File: src/rtl/prio_enc_pkg.sv
// Shared definitions for prio_drain_encoder.
//   ST_IDLE / ST_DRAIN : state encodings
//   msb_index()        : index of the highest set bit (vector zero-extended to MAX_N)
//   popcount()         : number of set bits (vector zero-extended to MAX_N)
// Both helpers work on MAX_N-wide vectors. Callers size-cast the argument up and
// the result down, so one definition serves every instance width up to MAX_N.
package prio_enc_pkg;

  localparam logic ST_IDLE  = 1'b0;
  localparam logic ST_DRAIN = 1'b1;

  localparam int MAX_N     = 256;
  localparam int MAX_IDX_W = 8;
  localparam int MAX_CNT_W = 9;

  // Only meaningful when vec has at least one bit set below n.
  function automatic logic [MAX_IDX_W-1:0] msb_index(input logic [MAX_N-1:0] vec, input int n);
    logic [MAX_IDX_W-1:0] idx;
    idx = '0;
    for (int i = 0; i < MAX_N; i++) begin
      if (i < n && vec[i]) idx = MAX_IDX_W'(i);
    end
    return idx;
  endfunction

  function automatic logic [MAX_CNT_W-1:0] popcount(input logic [MAX_N-1:0] vec);
    logic [MAX_CNT_W-1:0] cnt;
    cnt = '0;
    for (int i = 0; i < MAX_N; i++) begin
      cnt = cnt + MAX_CNT_W'(vec[i]);
    end
    return cnt;
  endfunction

endpackage

File: src/rtl/prio_drain_encoder_if.sv
// Request/response bundle for prio_drain_encoder.
//   req        : request vector into the encoder
//   out_valid  : encoder presents an index
//   out_ready  : consumer accepts the index
//   out_idx    : presented index
//   out_onehot : one-hot form of out_idx, zero when not valid
//   busy       : encoder is draining
//   pend_cnt   : number of requests still pending
// master = encoder side, slave = request source / consumer side.
interface prio_drain_encoder_if #(
  parameter int N     = 8,
  parameter int IDX_W = (N > 1) ? $clog2(N) : 1,
  parameter int CNT_W = $clog2(N + 1)
);
  logic [N-1:0]     req;
  logic             out_valid;
  logic             out_ready;
  logic [IDX_W-1:0] out_idx;
  logic [N-1:0]     out_onehot;
  logic             busy;
  logic [CNT_W-1:0] pend_cnt;

  modport master (
    input  req, out_ready,
    output out_valid, out_idx, out_onehot, busy, pend_cnt
  );

  modport slave (
    output req, out_ready,
    input  out_valid, out_idx, out_onehot, busy, pend_cnt
  );
endinterface

File: src/rtl/prio_msb_find.sv
// Combinational highest-set-bit finder.
//   vec   : input vector
//   idx   : index of the highest set bit (0 when vec is zero)
//   found : vec has at least one bit set
module prio_msb_find
  import prio_enc_pkg::*;
#(
  parameter int N     = 8,
  parameter int IDX_W = (N > 1) ? $clog2(N) : 1
) (
  input  logic [N-1:0]     vec,
  output logic [IDX_W-1:0] idx,
  output logic             found
);

  assign idx   = IDX_W'(msb_index(MAX_N'(vec), N));
  assign found = |vec;

endmodule

File: src/rtl/prio_drain_encoder.sv
// Registered priority encoder that captures a request vector and drains it one
// index per valid/ready handshake, highest index first.
//   clk   : clock, rising edge
//   rst_n : synchronous active-low reset
//   bus   : prio_drain_encoder_if.master (req in, indexed output stream out)
// Optional build macro PRIO_DRAIN_STICKY_EN: requests arriving during DRAIN are
// merged into the pending set instead of being ignored.
// N is limited to prio_enc_pkg::MAX_N.
//
// state  | meaning
// -------+-------------------------------------------------------------
// IDLE   | nothing pending; captures req on the first edge it is nonzero
// DRAIN  | out_valid high; out_idx = highest pending bit, held until accepted
module prio_drain_encoder
  import prio_enc_pkg::*;
#(
  parameter int N     = 8,
  parameter int IDX_W = (N > 1) ? $clog2(N) : 1,
  parameter int CNT_W = $clog2(N + 1)
) (
  input  logic clk,
  input  logic rst_n,
  prio_drain_encoder_if.master bus
);

  typedef enum logic {
    S_IDLE  = ST_IDLE,
    S_DRAIN = ST_DRAIN
  } state_e;

  state_e           state_q, state_d;
  logic [N-1:0]     pending_q, pending_d;
  logic [IDX_W-1:0] idx_q, idx_d;

  logic [N-1:0]     sel_oh;
  logic [N-1:0]     clr_vec;
  logic [N-1:0]     pend_next;
  logic             hs;
  logic [IDX_W-1:0] req_idx, nxt_idx;
  logic             req_found, nxt_found;

  always_comb begin
    sel_oh = '0;
    for (int i = 0; i < N; i++) begin
      sel_oh[i] = (idx_q == IDX_W'(i));
    end
  end

  // Pending set as it will look after this edge while draining.
  always_comb begin
    hs      = (state_q == S_DRAIN) && bus.out_ready;
    clr_vec = hs ? sel_oh : '0;
`ifdef PRIO_DRAIN_STICKY_EN
    // req is OR-ed after the clear so a bit re-asserted as it is accepted survives.
    pend_next = (pending_q & ~clr_vec) | bus.req;
`else
    pend_next = pending_q & ~clr_vec;
`endif
  end

  prio_msb_find #(.N(N), .IDX_W(IDX_W)) u_find_req (
    .vec   (bus.req),
    .idx   (req_idx),
    .found (req_found)
  );

  prio_msb_find #(.N(N), .IDX_W(IDX_W)) u_find_nxt (
    .vec   (pend_next),
    .idx   (nxt_idx),
    .found (nxt_found)
  );

  always_comb begin
    state_d   = state_q;
    pending_d = pending_q;
    idx_d     = idx_q;
    case (state_q)
      S_IDLE: begin
        if (req_found) begin
          pending_d = bus.req;
          idx_d     = req_idx;
          state_d   = S_DRAIN;
        end
      end
      S_DRAIN: begin
        pending_d = pend_next;
        // out_idx only moves on a handshake, so a stalled index never changes.
        if (hs) begin
          if (nxt_found) idx_d = nxt_idx;
          else           state_d = S_IDLE;
        end
      end
      default: state_d = S_IDLE;
    endcase
  end

  always_ff @(posedge clk) begin
    if (!rst_n) begin
      state_q   <= S_IDLE;
      pending_q <= '0;
      idx_q     <= '0;
    end else begin
      state_q   <= state_d;
      pending_q <= pending_d;
      idx_q     <= idx_d;
    end
  end

  assign bus.out_valid  = (state_q == S_DRAIN);
  assign bus.busy       = (state_q == S_DRAIN);
  assign bus.out_idx    = idx_q;
  assign bus.out_onehot = (state_q == S_DRAIN) ? sel_oh : '0;
  assign bus.pend_cnt   = CNT_W'(popcount(MAX_N'(pending_q)));

endmodule

File: src/flat_wrapper.sv
// flat-port wrapper written by rule: the top's interface ports become plain ports
module prio_drain_encoder_flat import prio_enc_pkg::*;
#(
  parameter int N     = 8,
  parameter int IDX_W = (N > 1) ? $clog2(N) : 1,
  parameter int CNT_W = $clog2(N + 1)
)
  (clk, rst_n, bus_req, bus_out_ready, bus_out_valid, bus_out_idx, bus_out_onehot, bus_busy, bus_pend_cnt);
  prio_drain_encoder_if #(.N(N), .IDX_W(IDX_W), .CNT_W(CNT_W)) bus_i ();
  input  logic clk;
  input  logic rst_n;
  input wire logic [$bits(bus_i.req)-1:0] bus_req;
  input wire logic [$bits(bus_i.out_ready)-1:0] bus_out_ready;
  output wire logic [$bits(bus_i.out_valid)-1:0] bus_out_valid;
  output wire logic [$bits(bus_i.out_idx)-1:0] bus_out_idx;
  output wire logic [$bits(bus_i.out_onehot)-1:0] bus_out_onehot;
  output wire logic [$bits(bus_i.busy)-1:0] bus_busy;
  output wire logic [$bits(bus_i.pend_cnt)-1:0] bus_pend_cnt;
  assign bus_i.req = bus_req;
  assign bus_i.out_ready = bus_out_ready;
  assign bus_out_valid = bus_i.out_valid;
  assign bus_out_idx = bus_i.out_idx;
  assign bus_out_onehot = bus_i.out_onehot;
  assign bus_busy = bus_i.busy;
  assign bus_pend_cnt = bus_i.pend_cnt;
  prio_drain_encoder #(.N(N), .IDX_W(IDX_W), .CNT_W(CNT_W)) u_core (.clk(clk), .rst_n(rst_n), .bus(bus_i));
endmodule
File: config.mk
export PLATFORM = sky130hd
export DESIGN_NAME = prio_drain_encoder_flat
export DESIGN_NICKNAME = d
export VERILOG_FILES = /design/src/rtl/prio_enc_pkg.sv /design/src/rtl/prio_drain_encoder_if.sv /design/src/rtl/prio_msb_find.sv /design/src/rtl/prio_drain_encoder.sv /design/src/flat_wrapper.sv
export SDC_FILE = /design/constraint.sdc
export NUM_CORES = 1
export LEC_CHECK = 0
export ABC_AREA = 1
export BUFFER_PORTS_ARGS = -buffer_cell sky130_fd_sc_hd__buf_2
export CORE_ASPECT_RATIO = 0.75
export CORE_UTILIZATION = 55
export DETAILED_ROUTE_END_ITERATION = 10
export PLACE_DENSITY = 0.85
export REMOVE_ABC_BUFFERS = 1
export SLEW_MARGIN = 40
export SYNTH_ARGS = -nofsm -noshare
export SYNTH_HDL_FRONTEND = slang
export SYNTH_HIERARCHICAL = 1
export SYNTH_SLANG_ARGS = --single-unit
File: constraint.sdc
create_clock -name clk -period 8.3 [get_ports clk]
set_input_delay 0.415 -clock clk [delete_from_list [all_inputs] [get_ports clk]]
set_output_delay 0.415 -clock clk [all_outputs]
set_load 0.05 [all_outputs]
-- Word level (Yosys, flattened, before mapping)
Index checks and enable logic that the tools add are counted.
- register bits: 12
- logic and storage cells: 54
- equal/unequal tests: 10
- reduce and logical (&&, ||, !) cells: 5
- multiplexer cells: 26
- bitwise operators: 3
- $add $sub $neg: 7
- operators by type and width (kind ; count):
    3-bit 2-to-1 mux ; 13
    4-bit by 1-bit adder with 4-bit output ; 6
    8-bit 2-to-1 mux ; 3
    8-bit one-hot mux with 2 select lines ; 1
    8-bit OR reduction ; 2
    3-bit equality test (second input constant) ; 4
    8-bit bitwise AND ; 1
    8-bit NOT ; 1
    3-bit by 2-bit equality test with 1-bit output (second input constant) ; 2
    3-bit one-hot mux with 2 select lines ; 1
    1-bit 2-to-1 mux ; 5
    2-bit 2-to-1 mux ; 2
    2-bit inequality test (second input constant) ; 2
    3-bit by 1-bit equality test with 1-bit output (second input constant) ; 1
    3-bit logical NOT ; 1
    3-bit AND reduction ; 1
    1-bit by 1-bit adder with 2-bit output ; 1
    2-bit by 1-bit inequality test with 1-bit output (second input constant) ; 1
    1-bit one-hot mux with 2 select lines ; 1
    1-bit logical AND ; 1
    1-bit NOT ; 1

-- Longest topological paths before layout
Gate-level depths: netlist of run 1.
- word-level depth: 14
- mapped depth: 16
- mapped depth without buffers: 15

-- Hierarchy
The synthesis of run 1 kept the hierarchy.
- modules (own cells, without submodules) (module ; area an instance (um2) ; instances ; seq. area each (um2) ; cells an instance):
    prio_drain_encoder ; 960.9 ; 1 ; 240.2 ; 153
    prio_msb_find ; 77.6 ; 2 ; 0.0 ; 20

-- Worst setup path before layout of run 1
Ideal clock, no wire load.
- path kind: flip-flop to output port
- from: reg u_core.pending_q[0]
- to: out bus_pend_cnt[2]
- arrival time: 3.230 ns
- setup slack: 4.655 ns
- buffers on the path: 0
- required time: 7.885 ns
- stages on the path, launching flop included: 10
- cell sequence: dfxtp_1 > fa_1 > inv_1 > fa_1 > fa_1 > inv_1 > ha_1 > inv_1 > fa_1 > xnor2_1
- longest elaborated chain between the ends: 7
- RTL lines (what ; line ; RTL):
    start: declaration ; prio_drain_encoder.sv:32 ; logic [N-1:0] pending_q, pending_d;
    start signal: assignment ; prio_drain_encoder.sv:104 ; pending_q <= pending_d;
    1-bit by 1-bit adder with 2-bit output ; prio_enc_pkg.sv:30 ; cnt = cnt + MAX_CNT_W'(vec[i]);
    4-bit by 1-bit adder with 4-bit output (6 in a row) ; prio_enc_pkg.sv:30 ;
    end: declaration ; flat_wrapper.sv:18 ; output wire logic [$bits(bus_i.pend_cnt)-1:0] bus_pend_cnt;
No other way between the ends.

-- Worst setup path after layout of run 1
Same ends and word-level chain as after synthesis.

==> flow_summary.toml, run 1 <==
[worst_setup_path]
worst-path-max-fanout = 4
cp-start-kind = "flip-flop"
critPathKind = "reg -> out"
crit_path_top_delay_cell = "fa_1"
path_buf_inv = 4
crit_top_cell = "fa_1"
endpoint = "bus_pend_cnt[2]"
rrSetupSlack_ns = 6.13
path_cells = "fa_1, inv_1, fa_1, fa_1, inv_1, ha_1, inv_1, fa_1, xnor2_1, buf_2"
crit_cells = 10
path_delay_family = "adder cells"
r2r_start = "u_core/bus.busy"
crit_path_max_incr_delay_ns = 0.55
crit_arrival_ns = 3.23
worst_r2r_path_depth = 12
end_kind = "output pin"
timing.rr.end = "u_core/bus.out_idx[0]"
crit_start = "u_core/pending_q[0]"
crit_required_ns = 7.89

[sta]
rsz0062_at_grt = "no"
setup_viol = 0
fin_crit_sh_pct = 43.9
maxSlewHeadroom_pct = 64.4
hold_viol_final = 0
fmax_ghz = 0.275
tns_ns = 0
whs_ns = 0.417
drv_slew = 0
fin_crit_ns = 3.64
tightest_slew_ns = 0.533
worst_clock_skew_ns = 0.00433

[clock_network]
htree_levels = 1
cts.reportedPaths.clkPinSlew_ns = 0.07
cts_buffer_depth = 2
cts-root-buf = "clkbuf_4"
cts_buffers = 3
clk_latency_ns = 0.26
cts.repair.resized = 0
postCtsSetupRepairBufs = 0
cts_sinks = 12
hold_buffers = 0
cts_tree = "built"

[power]
p_leak_nw = 0.716
vdd_drop_max_v = 0.000121
power_density_nw_per_um2 = 159

[global_route]
globalRoute.totalOverflow = 0
antenna_found_initial = 0
grt_pass1_vias = 1019
grt_pass1_wl_um = 4370
grtUsageTotal_pct = 28.4
grt_max_degree = 17

[cells_and_area]
fin_nets = 236
fin_util_pct = 69.1
area_delta_synth_final_pct = 12.8
n_fill_cell = 167
drive_gt1_share_pct = 16.7
diodes = 0

[drt]
first_pass_iters = 5
vias = 1238
drc = 0
ant_nets = 0
initialDrtViolationCount = 69
wire_per_inst_um = 11.6
wl_um = 2760
viasPerCell = 5.20

[run]
cap_viol_max_count = 0

[floorplan]
core_um2 = 1820
die_h_um = 41.0
die_width_um = 54.0
dieArea_um2 = 2220
start_util_pct = 61.3
ios = 28
row_count = 13

[logic_synthesis]
ys_dominant_reg_cell = "dfxtp_1"
post-synth-top-area-cell = "dfxtp_1"
ys_seq_elements = 12
syn-instance-count = 193
yosysSeqAreaShare_pct = 21.5
ys_types = 25
yosysMostFrequentCell = "nand2_1"
avgSynthCellArea_um2 = 5.78
synth-edff-count = 0
async_flop_share_pct = 0
synth_top_area_share_pct = 21.5
synth_area_leaders = "dfxtp_1, nand2_1, inv_1"
ys_warn_count = 6
netlist_top_cells_count = "nand2_1, inv_1, nand3_1"
netlist_area_um2 = 1120

[placed_design]
place.gp.congestion = 0.843
numPortBuffers = 27
dp_hpwl_um = 2250

[hold_path]
hold_class = "in -> reg"
min_path_cells = 3

[outcome]
status = "complete, no violations"
per-stage QoR:
stage                     setup slack [ns]  std cells  cell area [µm²]  power (mW)
after global routing                  4.49        238             1260       0.216
after floorplan                       4.65        186             1070       0.145
after detailed placement              4.95        235             1240       0.166
final                                 4.66        238             1260       0.201
after global placement                5.07        235             1240       0.164
after CTS                             4.66        238             1260       0.200
worst min-delay path by stage:
stage / from / to
finish: rst_n / u_core/bus.out_idx[1]
global route: rst_n / u_core/bus.out_idx[1]
CTS: rst_n / u_core/bus.out_idx[0]
detailed placement: u_core/pending_q[7] / u_core/pending_q[7]
global placement: u_core/pending_q[6] / u_core/pending_q[6]
floorplan: u_core/pending_q[7] / u_core/pending_q[7]
worst register-to-register path, cell delays in order (launching register included):
cell     delay [ns]
dfxtp_1        0.66
nand2_2        0.13
inv_2          0.20
nand3_1        0.14
and2_1         0.16
inv_1          0.06
nand2_1        0.07
nor3_1         0.14
nand3_1        0.10
inv_1          0.12
o21ai_2        0.09
o21ai_0        0.15
nor2_1         0.05
state kept, by name (all words and copies together), names as in the netlist:
signal,cells
u_core/bus.out_idx,3
u_core/pending_q,8
u_core/bus.busy,1
cell usage in the layout, fill, tap and decap left out, drive strengths merged:
cell    count
nor4        6
xnor2       1
ha          3
a21boi      1
nand3      17
o21ai       4
a21oi       9
clkinv      1
nor2       16
nand2      62
buf        27
a31oi       2
nor3        4
and2        2
inv        41
dfxtp      12
clkbuf      3
a211oi      1
fa          4
layer usage:
layer / part of all wire, % / vias up / routed length, µm / GRT usage [%]
met5: 0 / - / 0 / 0
met4: 1.1 / 0 / 30 / 10.9
met3: 8.7 / 4 / 240 / 3.70
met2: 45 / 61 / 1230 / 48.1
met1: 45 / 538 / 1250 / 37.3
li1: - / 635 / - / -
power breakdown:
group	internal, mW	switching (mW)
clock	0.0167	0.0178
sequential	0.0622	0.00949
combinational	0.0252	0.0693
total	0.104	0.0965
cell type report:
class	count	area (µm²)	area share [%]
well taps	22	27.5	2.19
clock buffers	3	22.5	1.79
flip-flops and latches	12	240	19.1
repair buffers	27	135	10.7
inverters	42	158	12.5
multi-input cells	132	676	53.7
kinds of logic after synthesis:
kind of cell	Yosys count	share of synthesized area (%)
xor gates and xnor gates	1	0.785
and+or+nand+nor	107	40.6
AOI/OAI and AO/OA	17	8.63
DFF	12	21.5
buffers and inverters	49	17.9
adders and majority gates	7	10.5
(Power assumes the default switching activity.)
==> inputs of run 2 (changes only) <==
ABC_AREA = 0   (was 1)
CORE_UTILIZATION = 51   (was 55)
PLACE_DENSITY = 0.81   (was 0.85)
clock period = 3.35 ns   (was 8.3 ns; I/O delays follow)
==> run 2 against run 1 <==
  * Flip-flop and latch count unchanged
  * Count of clock-buffer cells in the layout did not move
  * Die area down 3.0%
  * Critical path type unchanged
  * Critical endpoint is now bus_pend_cnt[1]
  * Largest cell class unchanged
==> flow_summary.toml, run 2 <==
[global_route]
grt_max_degree = 14
antenna_found_initial = 0
grt_pass1_vias = 842
grtUsageTotal_pct = 25.9
grt_pass1_wl_um = 3820
globalRoute.totalOverflow = 0

[logic_synthesis]
synth-edff-count = 0
avgSynthCellArea_um2 = 8.08
ys_types = 30
ys_warn_count = 6
yosysSeqAreaShare_pct = 24.0
netlist_area_um2 = 1000
syn-instance-count = 124
ys_dominant_reg_cell = "dfxtp_1"
yosysMostFrequentCell = "nor2_1"
synth_area_leaders = "dfxtp_1, mux2i_1, nor2_1"
async_flop_share_pct = 0
synth_top_area_share_pct = 24.0
netlist_top_cells_count = "nor2_1, inv_1, dfxtp_1"
ys_seq_elements = 12
post-synth-top-area-cell = "dfxtp_1"

[worst_setup_path]
crit_arrival_ns = 3.09
end_kind = "output pin"
worst-path-max-fanout = 3
worst_r2r_path_depth = 8
crit_start = "u_core/pending_q[1]"
r2r_start = "u_core/bus.busy"
crit_path_max_incr_delay_ns = 0.55
path_cells = "fa_1, inv_1, fa_1, fa_1, inv_1, ha_2, inv_2, fa_2, inv_2, buf_6"
rrSetupSlack_ns = 0.95
timing.rr.end = "u_core/bus.out_idx[1]"
path_buf_inv = 5
crit_path_top_delay_cell = "fa_1"
critPathKind = "reg -> out"
path_delay_family = "adder cells"
crit_required_ns = 3.18
cp-start-kind = "flip-flop"
crit_top_cell = "fa_1"

[power]
clkPwrFrac_pct = 16.5
vdd_drop_max_v = 0.000281
pwr-share-comb_pct = 51.0
seqPwrFrac_pct = 32.5
power_density_nw_per_um2 = 451
p_sw_uw = 246
p_leak_nw = 0.575
total_power_uw = 533
p_int_uw = 287
switching_share_pct = 46.2

[hold_path]
hold_class = "in -> reg"
hp-start = "bus_out_ready"
min_path_cells = 2
min_to = "u_core/bus.busy"

[sta]
whs_ns = 0.142
fin_crit_ns = 3.26
setup_ws_ns = 0.0901
drv_slew = 0
rsz0062_at_grt = "yes"
tightest_slew_ns = 0.527
fmax_ghz = 0.307
setup_viol = 0
maxSlewHeadroom_pct = 64.8
tns_ns = 0
fin_crit_sh_pct = 97.3
hold_viol_final = 0
worst_clock_skew_ns = 0.00321

[cells_and_area]
drive_gt1_share_pct = 32.0
final_common_cell = "buf_2"
fin_nets = 170
diodes = 0
largest_register = "u_core/pending_q"
final_cell_mix = "buf_2, nor2_1, inv_1"
largest_reg_flops = 8
final_cells = 172
area_delta_synth_final_pct = 18.0

[drt]
vias = 930
wire_per_inst_um = 13.9
wl_um = 2390
drc = 0
first_pass_iters = 4
ant_nets = 0
viasPerCell = 5.41
initialDrtViolationCount = 41

[clock_network]
cts_buffer_depth = 2
htree_levels = 1
cts.reportedPaths.clkPinSlew_ns = 0.07
cts_buffers = 3
cts-root-buf = "clkbuf_4"
hold_buffers = 0
cts_tree = "built"
cts_sinks = 12
clk_latency_ns = 0.27

[placed_design]
numPortBuffers = 27
place.gp.congestion = 0.911
dp_slack_ns = 0.249
dp_hpwl_um = 1970
dp.cells = 168

[floorplan]
dieArea_um2 = 2150
row_count = 13
ios = 28
start_util_pct = 56.0
die_h_um = 40.4
die_width_um = 53.2
core_um2 = 1790

[run]
cap_viol_max_count = 0

[outcome]
status = "complete, no violations"
run 2: cell types whose count changed in the layout (fill, tap and decap cells not counted), sizes merged, moves of 6 or more:
cell   before  now
nand2      62    4
nor3b       0    8
inv        41   15
nand3      17    1
o31ai       0    7
nor2       16   24
mux2i       0   11
nor2b       0    6
nor4        6    0
run 2: logic make-up after synthesis:
logic type | count (synthesis) | synth area share [%]
adder cells (fa/ha/maj) | 7 | 11.7
AO/OA/AOI/OAI | 17 | 13.2
AND/OR/NAND/NOR | 55 | 29.3
buffers and inverters | 21 | 9.86
multiplexers | 11 | 11.0
flip-flops | 12 | 24.0
XOR/XNOR | 1 | 0.874
run 2: repair_timing:
action                     4_1_cts  5_1_grt
pin swaps                        0        2
setup endpoints to repair        2        2
cloned                           0        0
gates resized for setup          2        8
buffers inserted                 0        1
run 2: worst reg2reg max path, stage by stage (launching register included):
cell     delay [ns]
dfxtp_1        0.66
nand3_1        0.24
nor3_1         0.35
nor2_1         0.14
nor2_1         0.18
nand4_1        0.15
and3_4         0.24
o31ai_1        0.29
a21oi_2        0.05
run 2: worst max-delay path by stage:
stage	end	slack [ns]	cells after the start
2_1_floorplan	bus_pend_cnt[2]	-0.03	9
3_3_place_gp	bus_pend_cnt[2]	0.34	10
3_5_place_dp	bus_pend_cnt[2]	0.25	10
4_1_cts	bus_pend_cnt[2]	0.004	10
5_1_grt	bus_pend_cnt[2]	-0.02	10
6_report	bus_pend_cnt[1]	0.09	10
run 2: metrics by stage:
stage               util [%]  area (µm²)
global route            66.1        1180
global placement        62.9        1130
finish                  66.1        1180
detailed placement      62.9        1130
floorplan                  -         963
CTS                     64.5        1150
run 2: area by class of cell:
class                      count  area (µm²)
clock buffer                   3        22.5
fill                         161         607
inverter                      16        60.1
multi-input combinational     91         676
sequential                    12         241
tap                           22        27.5
timing repair buffer          28         155
run 2: power groups by stage:
| stage | Sequential [mW] | Clock [mW] | Combinational [mW] |
|---|---|---|---|
| final | 0.173 | 0.0879 | 0.272 |
| after global routing | 0.176 | 0.0981 | 0.293 |
| after CTS | 0.172 | 0.0905 | 0.258 |
| after detailed placement | 0.176 | 0 | 0.253 |
| after global placement | 0.175 | 0 | 0.244 |
| after floorplan | 0.195 | 0 | 0.177 |
run 2: routing by layer:
metal  up-vias  track usage [%]  wire length, µm
met3         8             7.95              253
met4         0             7.24               38
li1        467                -                -
met2        52             43.0             1080
met5         -                0                0
met1       403             32.8             1020
==> inputs of run 3 (changes only) <==
MAX_ROUTING_LAYER = met4   (was not set)
==> run 3 against run 2 <==
  * The flow now finishes with violations (negative setup slack)
  * Register-to-register slack worse by 0.04 ns
  * Die area unchanged
  * Global-route usage up 4.1 points
  * Combinational power up 6%
  * Fmax down 4.4%
  * Largest power group unchanged
  * Highest routed layer unchanged
==> flow_summary.toml, run 3 (synthesis results as in run 2) <==
[sta]
fin_crit_sh_pct = 102
tightest_slew_ns = 0.519
drv_slew = 0
setup_viol = 2
fmax_ghz = 0.293
setup_ws_ns = -0.0601
worst_clock_skew_ns = 0.00595
maxSlewHeadroom_pct = 65.3
tns_ns = -0.108
fin_crit_ns = 3.41
rsz0062_at_grt = "yes"
hold_viol_final = 0

[clock_network]
cts_buffer_depth = 2
cts_sinks = 12
cts.reportedPaths.clkPinSlew_ns = 0.08
htree_levels = 1
cts-root-buf = "clkbuf_4"
clk_latency_ns = 0.29
cts_tree = "built"
cts_buffers = 3

[drt]
wl_um = 2770
wire_per_inst_um = 16.0
vias = 958
drc = 0
viasPerCell = 5.54
initialDrtViolationCount = 36
first_pass_iters = 4
ant_nets = 0

[power]
p_leak_nw = 0.573
power_density_nw_per_um2 = 488
vdd_drop_max_v = 0.000319

[global_route]
antenna_found_initial = 0
grt_pass1_wl_um = 4180
grt_pass1_vias = 883
grt_max_degree = 14
globalRoute.totalOverflow = 0
grtUsageTotal_pct = 30.0

[placed_design]
numPortBuffers = 27
place.gp.congestion = 0.910
placement.cell_area_um2 = 1130
dp_hpwl_um = 2140

[worst_setup_path]
cp-start-kind = "flip-flop"
critPathKind = "reg -> out"
rrSetupSlack_ns = 0.91
path_buf_inv = 5
crit_arrival_ns = 3.24
worst-path-max-fanout = 3
crit_required_ns = 3.18
crit_path_max_incr_delay_ns = 0.58
path_delay_family = "adder cells"
crit_path_top_delay_cell = "fa_1"
end_kind = "output pin"
crit_top_cell = "inv_2"
path_cells = "fa_1, inv_2, fa_1, fa_1, inv_2, ha_4, inv_2, fa_2, inv_2, buf_6"

[floorplan]
start_util_pct = 56.0
die_h_um = 40.4
row_count = 13
core_um2 = 1790
ios = 28
die_width_um = 53.2
dieArea_um2 = 2150

[cells_and_area]
final_common_cell = "buf_2"
drive_gt1_share_pct = 33.8
diodes = 0
post-route-cell-area_um2 = 1200
fin_nets = 170
final_cell_mix = "buf_2, nor2_1, mux2i_1"
area_delta_synth_final_pct = 19.4
largest_register = "u_core/pending_q"
largest_reg_flops = 8

[outcome]
status = "complete, but fails checks"
violations = "negative setup slack"

[hold_path]
hold_class = "in -> reg"

[run]
cap_viol_max_count = 0
run 3: cell count changes in the layout (fill, tap and decap cells not counted):
cell,delta
inv_1,-2
inv_2,+2
buf_4,+1
buf_6,-1
clkbuf_8,+1
dfxtp_1,-1
dfxtp_2,+1
ha_2,-1
ha_4,+1
xnor2_1,+1
xnor2_2,-1
run 3: what timing repair did:
item	in CTS	in global routing
hold buffers	0	0
pin swaps	0	3
hold endpoints to repair	0	0
setup endpoints to repair	2	2
buffers inserted	0	1
gates resized for setup	8	4
run 3: report_power, final:
part	internal, mW	switching [mW]	total, mW
Clock	0.0662	0.0552	0.121
Combinational	0.0942	0.194	0.288
Sequential	0.156	0.0188	0.174
Total	0.316	0.268	0.584
run 3: layout make-up:
class	count	area [µm²]
timing repair buffer	28	151
fill	154	593
multi-input combinational	91	678
inverter	16	60.1
clock buffer	4	36.3
tap	22	27.5
sequential	12	243
run 3: path summary, 6_finish.rpt:
path | to | cells after the start | start
setup / recovery | bus_pend_cnt[1] | 10 | u_core/pending_q[1]
hold reg to reg | u_core/pending_q[7] | 2 | u_core/pending_q[7]
setup reg to reg | u_core/bus.out_idx[1] | 8 | u_core/bus.busy
hold / removal | u_core/bus.busy | 2 | bus_out_ready
run 3: layer usage:
metal	global-route usage, %	share of wire [%]	wire length [µm]
met2	48.1	46	1260
met3	9.09	8.2	228
met1	33.6	43	1180
met4	17.8	3.4	95
met5	-	0	0
run 3: stage by stage:
| stage | power [mW] | hold slack, ns | utilization [%] | cells | setup WS, ns |
|---|---|---|---|---|---|
| global placement | 0.419 | 0.418 | 62.9 | 168 | 0.343 |
| finish | 0.584 | 0.139 | 66.9 | 173 | -0.0601 |
| detailed placement | 0.434 | 0.429 | 62.9 | 168 | 0.208 |
| floorplan | 0.372 | 0.275 | - | 119 | -0.0317 |
| CTS | 0.565 | 0.132 | 65.8 | 172 | 0.00352 |
| global route | 0.615 | 0.128 | 66.9 | 173 | -0.149 |
